## src/rtl/lemmings_array_pkg.sv

```systemverilog
// lemmings_array_pkg: state encodings and small helpers shared by the
// lemming channel FSM and the lemmings_array top.
// Optional feature macro: LEMMINGS_BLOCKER_EN (undefined by default) adds
// the BLOCK state.
package lemmings_array_pkg;

  // Binary 3-bit state encoding, one value per behaviour of a channel.
  typedef enum logic [2:0] {
    ST_WALK_L = 3'd0,
    ST_WALK_R = 3'd1,
    ST_FALL_L = 3'd2,
    ST_FALL_R = 3'd3,
    ST_DIG_L  = 3'd4,
    ST_DIG_R  = 3'd5,
    ST_SPLAT  = 3'd6
`ifdef LEMMINGS_BLOCKER_EN
    ,
    ST_BLOCK  = 3'd7
`endif
  } lem_state_t;

  localparam int STATE_W = 3;

  // Width of the fall counter: just enough to hold 0..splat_cycles.
  function automatic int fall_cnt_width(input int splat_cycles);
    return (splat_cycles < 1) ? 1 : $clog2(splat_cycles + 1);
  endfunction

  // True for either falling state.
  function automatic logic is_fall(input lem_state_t s);
    return (s == ST_FALL_L) || (s == ST_FALL_R);
  endfunction

endpackage

```

## src/rtl/lemmings_array_fsm.sv

```systemverilog
// lemming_fsm: one lemming channel. Holds the state register, the fall
// counter and registered one-hot behaviour outputs (Moore: outputs are
// loaded from the next state, so nothing combinational reaches a port).
// Optional feature macro: LEMMINGS_BLOCKER_EN adds block/blocking and the
// BLOCK state.
module lemming_fsm
  import lemmings_array_pkg::*;
#(
  parameter int SPLAT_CYCLES = 20
) (
  input  logic               clk,
  input  logic               areset_n,
  input  logic               bump_left,
  input  logic               bump_right,
  input  logic               ground,
  input  logic               dig,
`ifdef LEMMINGS_BLOCKER_EN
  input  logic               block,
  output logic               blocking,
`endif
  output logic               walk_left,
  output logic               walk_right,
  output logic               aaah,
  output logic               digging,
  output logic               splat,
  output logic [STATE_W-1:0] dbg_state
);

  localparam int CW = fall_cnt_width(SPLAT_CYCLES);
  localparam logic [CW-1:0] CNT_MAX = CW'(SPLAT_CYCLES);

  lem_state_t    r_state;
  lem_state_t    w_next_state;
  logic [CW-1:0] r_fall_cnt;
  logic          r_walk_left;
  logic          r_walk_right;
  logic          r_aaah;
  logic          r_digging;
  logic          r_splat;
`ifdef LEMMINGS_BLOCKER_EN
  logic          r_blocking;
`endif

  // Next-state rules: loss of ground wins, then dig, then block, then bumps.
  always_comb begin
    w_next_state = r_state;
    case (r_state)
      ST_WALK_L: begin
        if (!ground) begin
          w_next_state = ST_FALL_L;
        end else if (dig) begin
          w_next_state = ST_DIG_L;
`ifdef LEMMINGS_BLOCKER_EN
        end else if (block) begin
          w_next_state = ST_BLOCK;
`endif
        end else if (bump_left) begin
          w_next_state = ST_WALK_R;
        end
      end
      ST_WALK_R: begin
        if (!ground) begin
          w_next_state = ST_FALL_R;
        end else if (dig) begin
          w_next_state = ST_DIG_R;
`ifdef LEMMINGS_BLOCKER_EN
        end else if (block) begin
          w_next_state = ST_BLOCK;
`endif
        end else if (bump_right) begin
          w_next_state = ST_WALK_L;
        end
      end
      ST_DIG_L: begin
        if (!ground) w_next_state = ST_FALL_L;
      end
      ST_DIG_R: begin
        if (!ground) w_next_state = ST_FALL_R;
      end
      // Landing after more than SPLAT_CYCLES cycles of falling is fatal.
      ST_FALL_L: begin
        if (ground) w_next_state = (r_fall_cnt >= CNT_MAX) ? ST_SPLAT : ST_WALK_L;
      end
      ST_FALL_R: begin
        if (ground) w_next_state = (r_fall_cnt >= CNT_MAX) ? ST_SPLAT : ST_WALK_R;
      end
      ST_SPLAT: begin
        w_next_state = ST_SPLAT;
      end
`ifdef LEMMINGS_BLOCKER_EN
      // A blocker that loses its ground always falls to the left.
      ST_BLOCK: begin
        if (!ground) w_next_state = ST_FALL_L;
      end
`endif
      default: begin
        w_next_state = ST_WALK_L;
      end
    endcase
  end

  // State, fall counter and registered outputs; async reset to WALK_L.
  always_ff @(posedge clk or negedge areset_n) begin
    if (!areset_n) begin
      r_state      <= ST_WALK_L;
      r_fall_cnt   <= '0;
      r_walk_left  <= 1'b1;
      r_walk_right <= 1'b0;
      r_aaah       <= 1'b0;
      r_digging    <= 1'b0;
      r_splat      <= 1'b0;
`ifdef LEMMINGS_BLOCKER_EN
      r_blocking   <= 1'b0;
`endif
    end else begin
      r_state <= w_next_state;
      // Counter restarts on entry to a fall and saturates so it never wraps.
      if (is_fall(w_next_state)) begin
        if (!is_fall(r_state)) begin
          r_fall_cnt <= '0;
        end else if (r_fall_cnt < CNT_MAX) begin
          r_fall_cnt <= r_fall_cnt + CW'(1);
        end
      end
      r_walk_left  <= (w_next_state == ST_WALK_L);
      r_walk_right <= (w_next_state == ST_WALK_R);
      r_aaah       <= is_fall(w_next_state);
      r_digging    <= (w_next_state == ST_DIG_L) || (w_next_state == ST_DIG_R);
      r_splat      <= (w_next_state == ST_SPLAT);
`ifdef LEMMINGS_BLOCKER_EN
      r_blocking   <= (w_next_state == ST_BLOCK);
`endif
    end
  end

  assign walk_left  = r_walk_left;
  assign walk_right = r_walk_right;
  assign aaah       = r_aaah;
  assign digging    = r_digging;
  assign splat      = r_splat;
  assign dbg_state  = r_state;
`ifdef LEMMINGS_BLOCKER_EN
  assign blocking   = r_blocking;
`endif

endmodule

```

## src/rtl/lemmings_array.sv

```systemverilog
// lemmings_array: NUM_LEM independent lemming channels sharing clk and an
// asynchronous active-low reset, plus an alive count and all-dead flag.
// dbg_state exposes every channel's 3-bit state, channel i in bits [3i+:3].
// Optional feature macro: LEMMINGS_BLOCKER_EN adds block/blocking ports.
module lemmings_array
  import lemmings_array_pkg::*;
#(
  parameter int NUM_LEM      = 4,
  parameter int SPLAT_CYCLES = 20,
  localparam int AW          = $clog2(NUM_LEM + 1)
) (
  input  logic                         clk,
  input  logic                         areset_n,
  input  logic [NUM_LEM-1:0]           bump_left,
  input  logic [NUM_LEM-1:0]           bump_right,
  input  logic [NUM_LEM-1:0]           ground,
  input  logic [NUM_LEM-1:0]           dig,
`ifdef LEMMINGS_BLOCKER_EN
  input  logic [NUM_LEM-1:0]           block,
  output logic [NUM_LEM-1:0]           blocking,
`endif
  output logic [NUM_LEM-1:0]           walk_left,
  output logic [NUM_LEM-1:0]           walk_right,
  output logic [NUM_LEM-1:0]           aaah,
  output logic [NUM_LEM-1:0]           digging,
  output logic [NUM_LEM-1:0]           splat,
  output logic [AW-1:0]                alive_cnt,
  output logic                         all_dead,
  output logic [STATE_W*NUM_LEM-1:0]   dbg_state
);

  logic [AW-1:0] w_alive_cnt;

  for (genvar g = 0; g < NUM_LEM; g++) begin : g_lem
    lemming_fsm #(
      .SPLAT_CYCLES(SPLAT_CYCLES)
    ) u_fsm (
      .clk        (clk),
      .areset_n   (areset_n),
      .bump_left  (bump_left[g]),
      .bump_right (bump_right[g]),
      .ground     (ground[g]),
      .dig        (dig[g]),
`ifdef LEMMINGS_BLOCKER_EN
      .block      (block[g]),
      .blocking   (blocking[g]),
`endif
      .walk_left  (walk_left[g]),
      .walk_right (walk_right[g]),
      .aaah       (aaah[g]),
      .digging    (digging[g]),
      .splat      (splat[g]),
      .dbg_state  (dbg_state[STATE_W*g +: STATE_W])
    );
  end

  // Popcount of channels not splatted, taken from the registered splat flags.
  always_comb begin
    w_alive_cnt = '0;
    for (int i = 0; i < NUM_LEM; i++) begin
      if (!splat[i]) w_alive_cnt = w_alive_cnt + AW'(1);
    end
  end

  assign alive_cnt = w_alive_cnt;
  assign all_dead  = (w_alive_cnt == '0);

endmodule

```

## config.mk

```make
export PLATFORM = sky130hd
export DESIGN_NAME = lemmings_array
export DESIGN_NICKNAME = d
export VERILOG_FILES = /design/src/rtl/lemmings_array_pkg.sv /design/src/rtl/lemmings_array_fsm.sv /design/src/rtl/lemmings_array.sv
export SDC_FILE = /design/constraint.sdc
export NUM_CORES = 1
export LEC_CHECK = 0
export BUFFER_PORTS_ARGS = -buffer_cell sky130_fd_sc_hd__buf_2
export CAP_MARGIN = 10
export CORE_MARGIN = 4
export CORE_UTILIZATION = 55
export CTS_CLUSTER_DIAMETER = 150
export DETAILED_ROUTE_END_ITERATION = 12
export PLACE_DENSITY = 0.79
export SLEW_MARGIN = 10
export SYNTH_ARGS = -nofsm -noshare
export SYNTH_HDL_FRONTEND = slang
export SYNTH_SLANG_ARGS = --single-unit
```

## constraint.sdc

```tcl
create_clock -name clk -period 3.9 [get_ports clk]
set_input_delay 0.78 -clock clk [delete_from_list [all_inputs] [get_ports clk]]
set_output_delay 0.78 -clock clk [all_outputs]
set_load 0.01 [all_outputs]
```

==> key figures <==
Placement
  – Worst slack, placed: 1.28 ns
  – GP Congestion: 0.829
  – HPWL after detailed placement: 3920 um
  – Port bufs: 53
  – Area post-placement: 2970 um^2

Floorplanning
  – Core area: 4850 um^2
  – Die height: 79.5 um
  – Full die area: 6320 um^2
  – Num ports: 54
  – Die X: 79.5 um
  – Initial core utilization: 58.0%
  – # rows: 25

Synth
  – Netlist cell types: 51
  – Synth top area share: 42.7%
  – Largest cells by area after synthesis: dfrtp_1, buf_4, ha_1
  – Primary FF master, synth: dfrtp_1
  – Sequential share of the synthesized area: 46.5%
  – Yosys top cell by area: dfrtp_1
  – Area of the mapped netlist: 2810 um^2
  – Count leader, synth: dfrtp_1
  – FFs w/ async S/R, synth: 100%
  – Mean Syn Cell Area: 9.93 um^2
  – Post-synth EDFFs: 0
  – Most frequent cells after synthesis: dfrtp_1, buf_4, inv_1, nor2_1, nand2_1
  – Ys Warns: 0
  – FF+latch count, synth: 52
  – Mapped Cells: 283
  – Synth Net Count: 312

Global routing
  – Gr ovfl total: 0
  – Vias in the first global route: 1982
  – Initial antenna violation count: 0
  – First-pass GRT wire length: 9100 um
  – Total Routing Usage GR: 18.2%
  – Largest net degree at the start of global routing: 49

Job
  – Max Cap Violations: 0

Power
  – Total power draw: 0.00192 W
  – Max VDD drop: 323 uV
  – Pleak: 1.51 nW
  – Power per standard cell area: 629 nW/um^2

Worst setup path
  – Critical Path AT: 2.15 ns
  – CP Launch Type: register
  – Crit end category: output port
  – Max FO, Critical Path: 3
  – Worst Path Required: 3.12 ns
  – CP Class: reg2out

Clocking
  – Total setup buffers inserted after CTS: 0
  – Resize count post-CTS: 0
  – CTS root buffer: clkbuf_8
  – Hold_buf cts: 0
  – Max H-tree Level: 2
  – Cts bufs inserted: 5
  – Number of buffers on the longest clock path: 2
  – Worst skew pair latency: 0.30 ns
  – Clk slew on worst S/H paths: 0.09 ns
  – Clock sink count: 52
  – TritonCTS clock tree: done

Route
  – Starting DRT DRC Count: 128
  – DRT Pass-1 Iters: 4
  – DRC: 0
  – Vias: 2114
  – Total routed wirelength: 5400 um
  – Vias per cell: 5.52
  – ANT nets after route: 0
  – Wirelength per Cell: 14.1 um

Cells and area
  – Final instance area: 3060 um^2
  – Syn-to-layout area delta: 8.77%
  – Share of cells above drive strength 1: 24.7%
  – Fin nets: 344
  – Antenna cells: 0

Min path
  – Hold Crit Class: reg2reg

STA
  – Post-Route Skew: 0.00473 ns
  – Final Hold Fails: 0
  – Slew margin rel.: 32.4%
  – Min setup slack post-route: 0.965 ns
  – Worst-margin pin slew: 1.01 ns
  – Period utilisation layout: 75.2%
  – Final setup fails: 0
  – RSZ-0062 raised after global routing: no
  – Final slew viol count: 0
  – Min Clock Period, post-route: 2.93 ns
  – Setup_tns: 0 ns
  – Highest Clock Rate: 341 MHz

Outcome
  – Status: complete, no violations
==> per-stage QoR <==
step | cells | hold WS, ns | utilization (%)
final | 383 | 0.551 | 63.1
after floorplan | 283 | 0.484 | -
after global routing | 383 | 0.583 | 63.1
after global placement | 375 | 0.512 | 61.2
after CTS | 383 | 0.551 | 63.1
after detailed placement | 375 | 0.532 | 61.2
==> placed cells by master (no fill, tap or decap), types with 4 or more instances in the layout <==
master	instances
a21oi_1	10
a22o_1	4
and3_1	7
buf_2	53
clkbuf_8	6
dfrtp_1	48
dfstp_2	4
ha_1	11
inv_1	21
mux2_2	4
mux2i_1	5
nand2_1	20
nand3_1	6
nand4_1	4
nor2_1	21
nor2b_1	12
nor3_1	4
o211ai_1	5
o21a_1	7
o21ai_0	10
==> sequential cells by signal (all words and copies together) (netlist names) <==
signal / count
g_lem.u_fsm.walk_right: 4
g_lem.u_fsm.splat: 4
g_lem.u_fsm.aaah: 4
g_lem.u_fsm.walk_left: 4
g_lem.u_fsm.r_fall_cnt: 20
g_lem.u_fsm.digging: 4
g_lem.u_fsm.dbg_state: 12
==> critical path, cell delays in order, from the launching register on <==
cell and delay, ns:
dfrtp_1 0.38, inv_1 0.06, ha_1 0.33, xnor2_1 0.25
ha_1 0.27, mux2_2 0.27, nor3_1 0.13, buf_2 0.16
==> power by group <==
| group | switching, W | internal (W) |
|---|---|---|
| Clock | 0.000169 | 0.000145 |
| Sequential | 0.000194 | 0.000699 |
| Combinational | 0.000387 | 0.000329 |
==> kinds of logic (layout without fill, tap and decap cells) <==
kind of cell,after synthesis,after routing,share of synthesized area [%]
buf+inv,51,84,10.1
mux,9,9,3.38
compound gates,61,61,15.8
xor+xnor,4,4,1.25
fa+ha+maj,11,11,4.90
simple gates,95,95,18.1
flops,52,52,46.5
==> routing by layer <==
layer,vias to the layer above,part of all wire [%],global-route usage [%]
met1,1010,43,22.9
met3,11,7.0,4.85
met4,0,2.2,7.56
met2,58,48,29.5
met5,-,0,0
li1,1035,-,-
==> path summary, 6_finish.rpt <==
kind,startpoint,endpoint,slack [ns],cells after the start
max,g_lem[0].u_fsm.splat,all_dead,0.97,7
min,g_lem[2].u_fsm.r_fall_cnt[4],g_lem[2].u_fsm.r_fall_cnt[4],0.55,2
max reg2reg,g_lem[3].u_fsm.dbg_state[1],g_lem[3].u_fsm.r_fall_cnt[3],2.36,4
min reg2reg,g_lem[2].u_fsm.r_fall_cnt[4],g_lem[2].u_fsm.r_fall_cnt[4],0.55,2
max in group asynchronous,areset_n,g_lem[1].u_fsm.walk_left,2.51,2
min in group asynchronous,areset_n,g_lem[0].u_fsm.digging,0.65,1
==> layout make-up <==
class | instances | area (um^2)
tap | 67 | 83.8
fill | 417 | 1790
sequential | 52 | 1310
inverter | 22 | 82.6
timing repair buffer | 54 | 273
multi-input combinational | 180 | 1220
clock buffer | 8 | 90.1
Note: power is estimated with default switching activity, not from simulation.
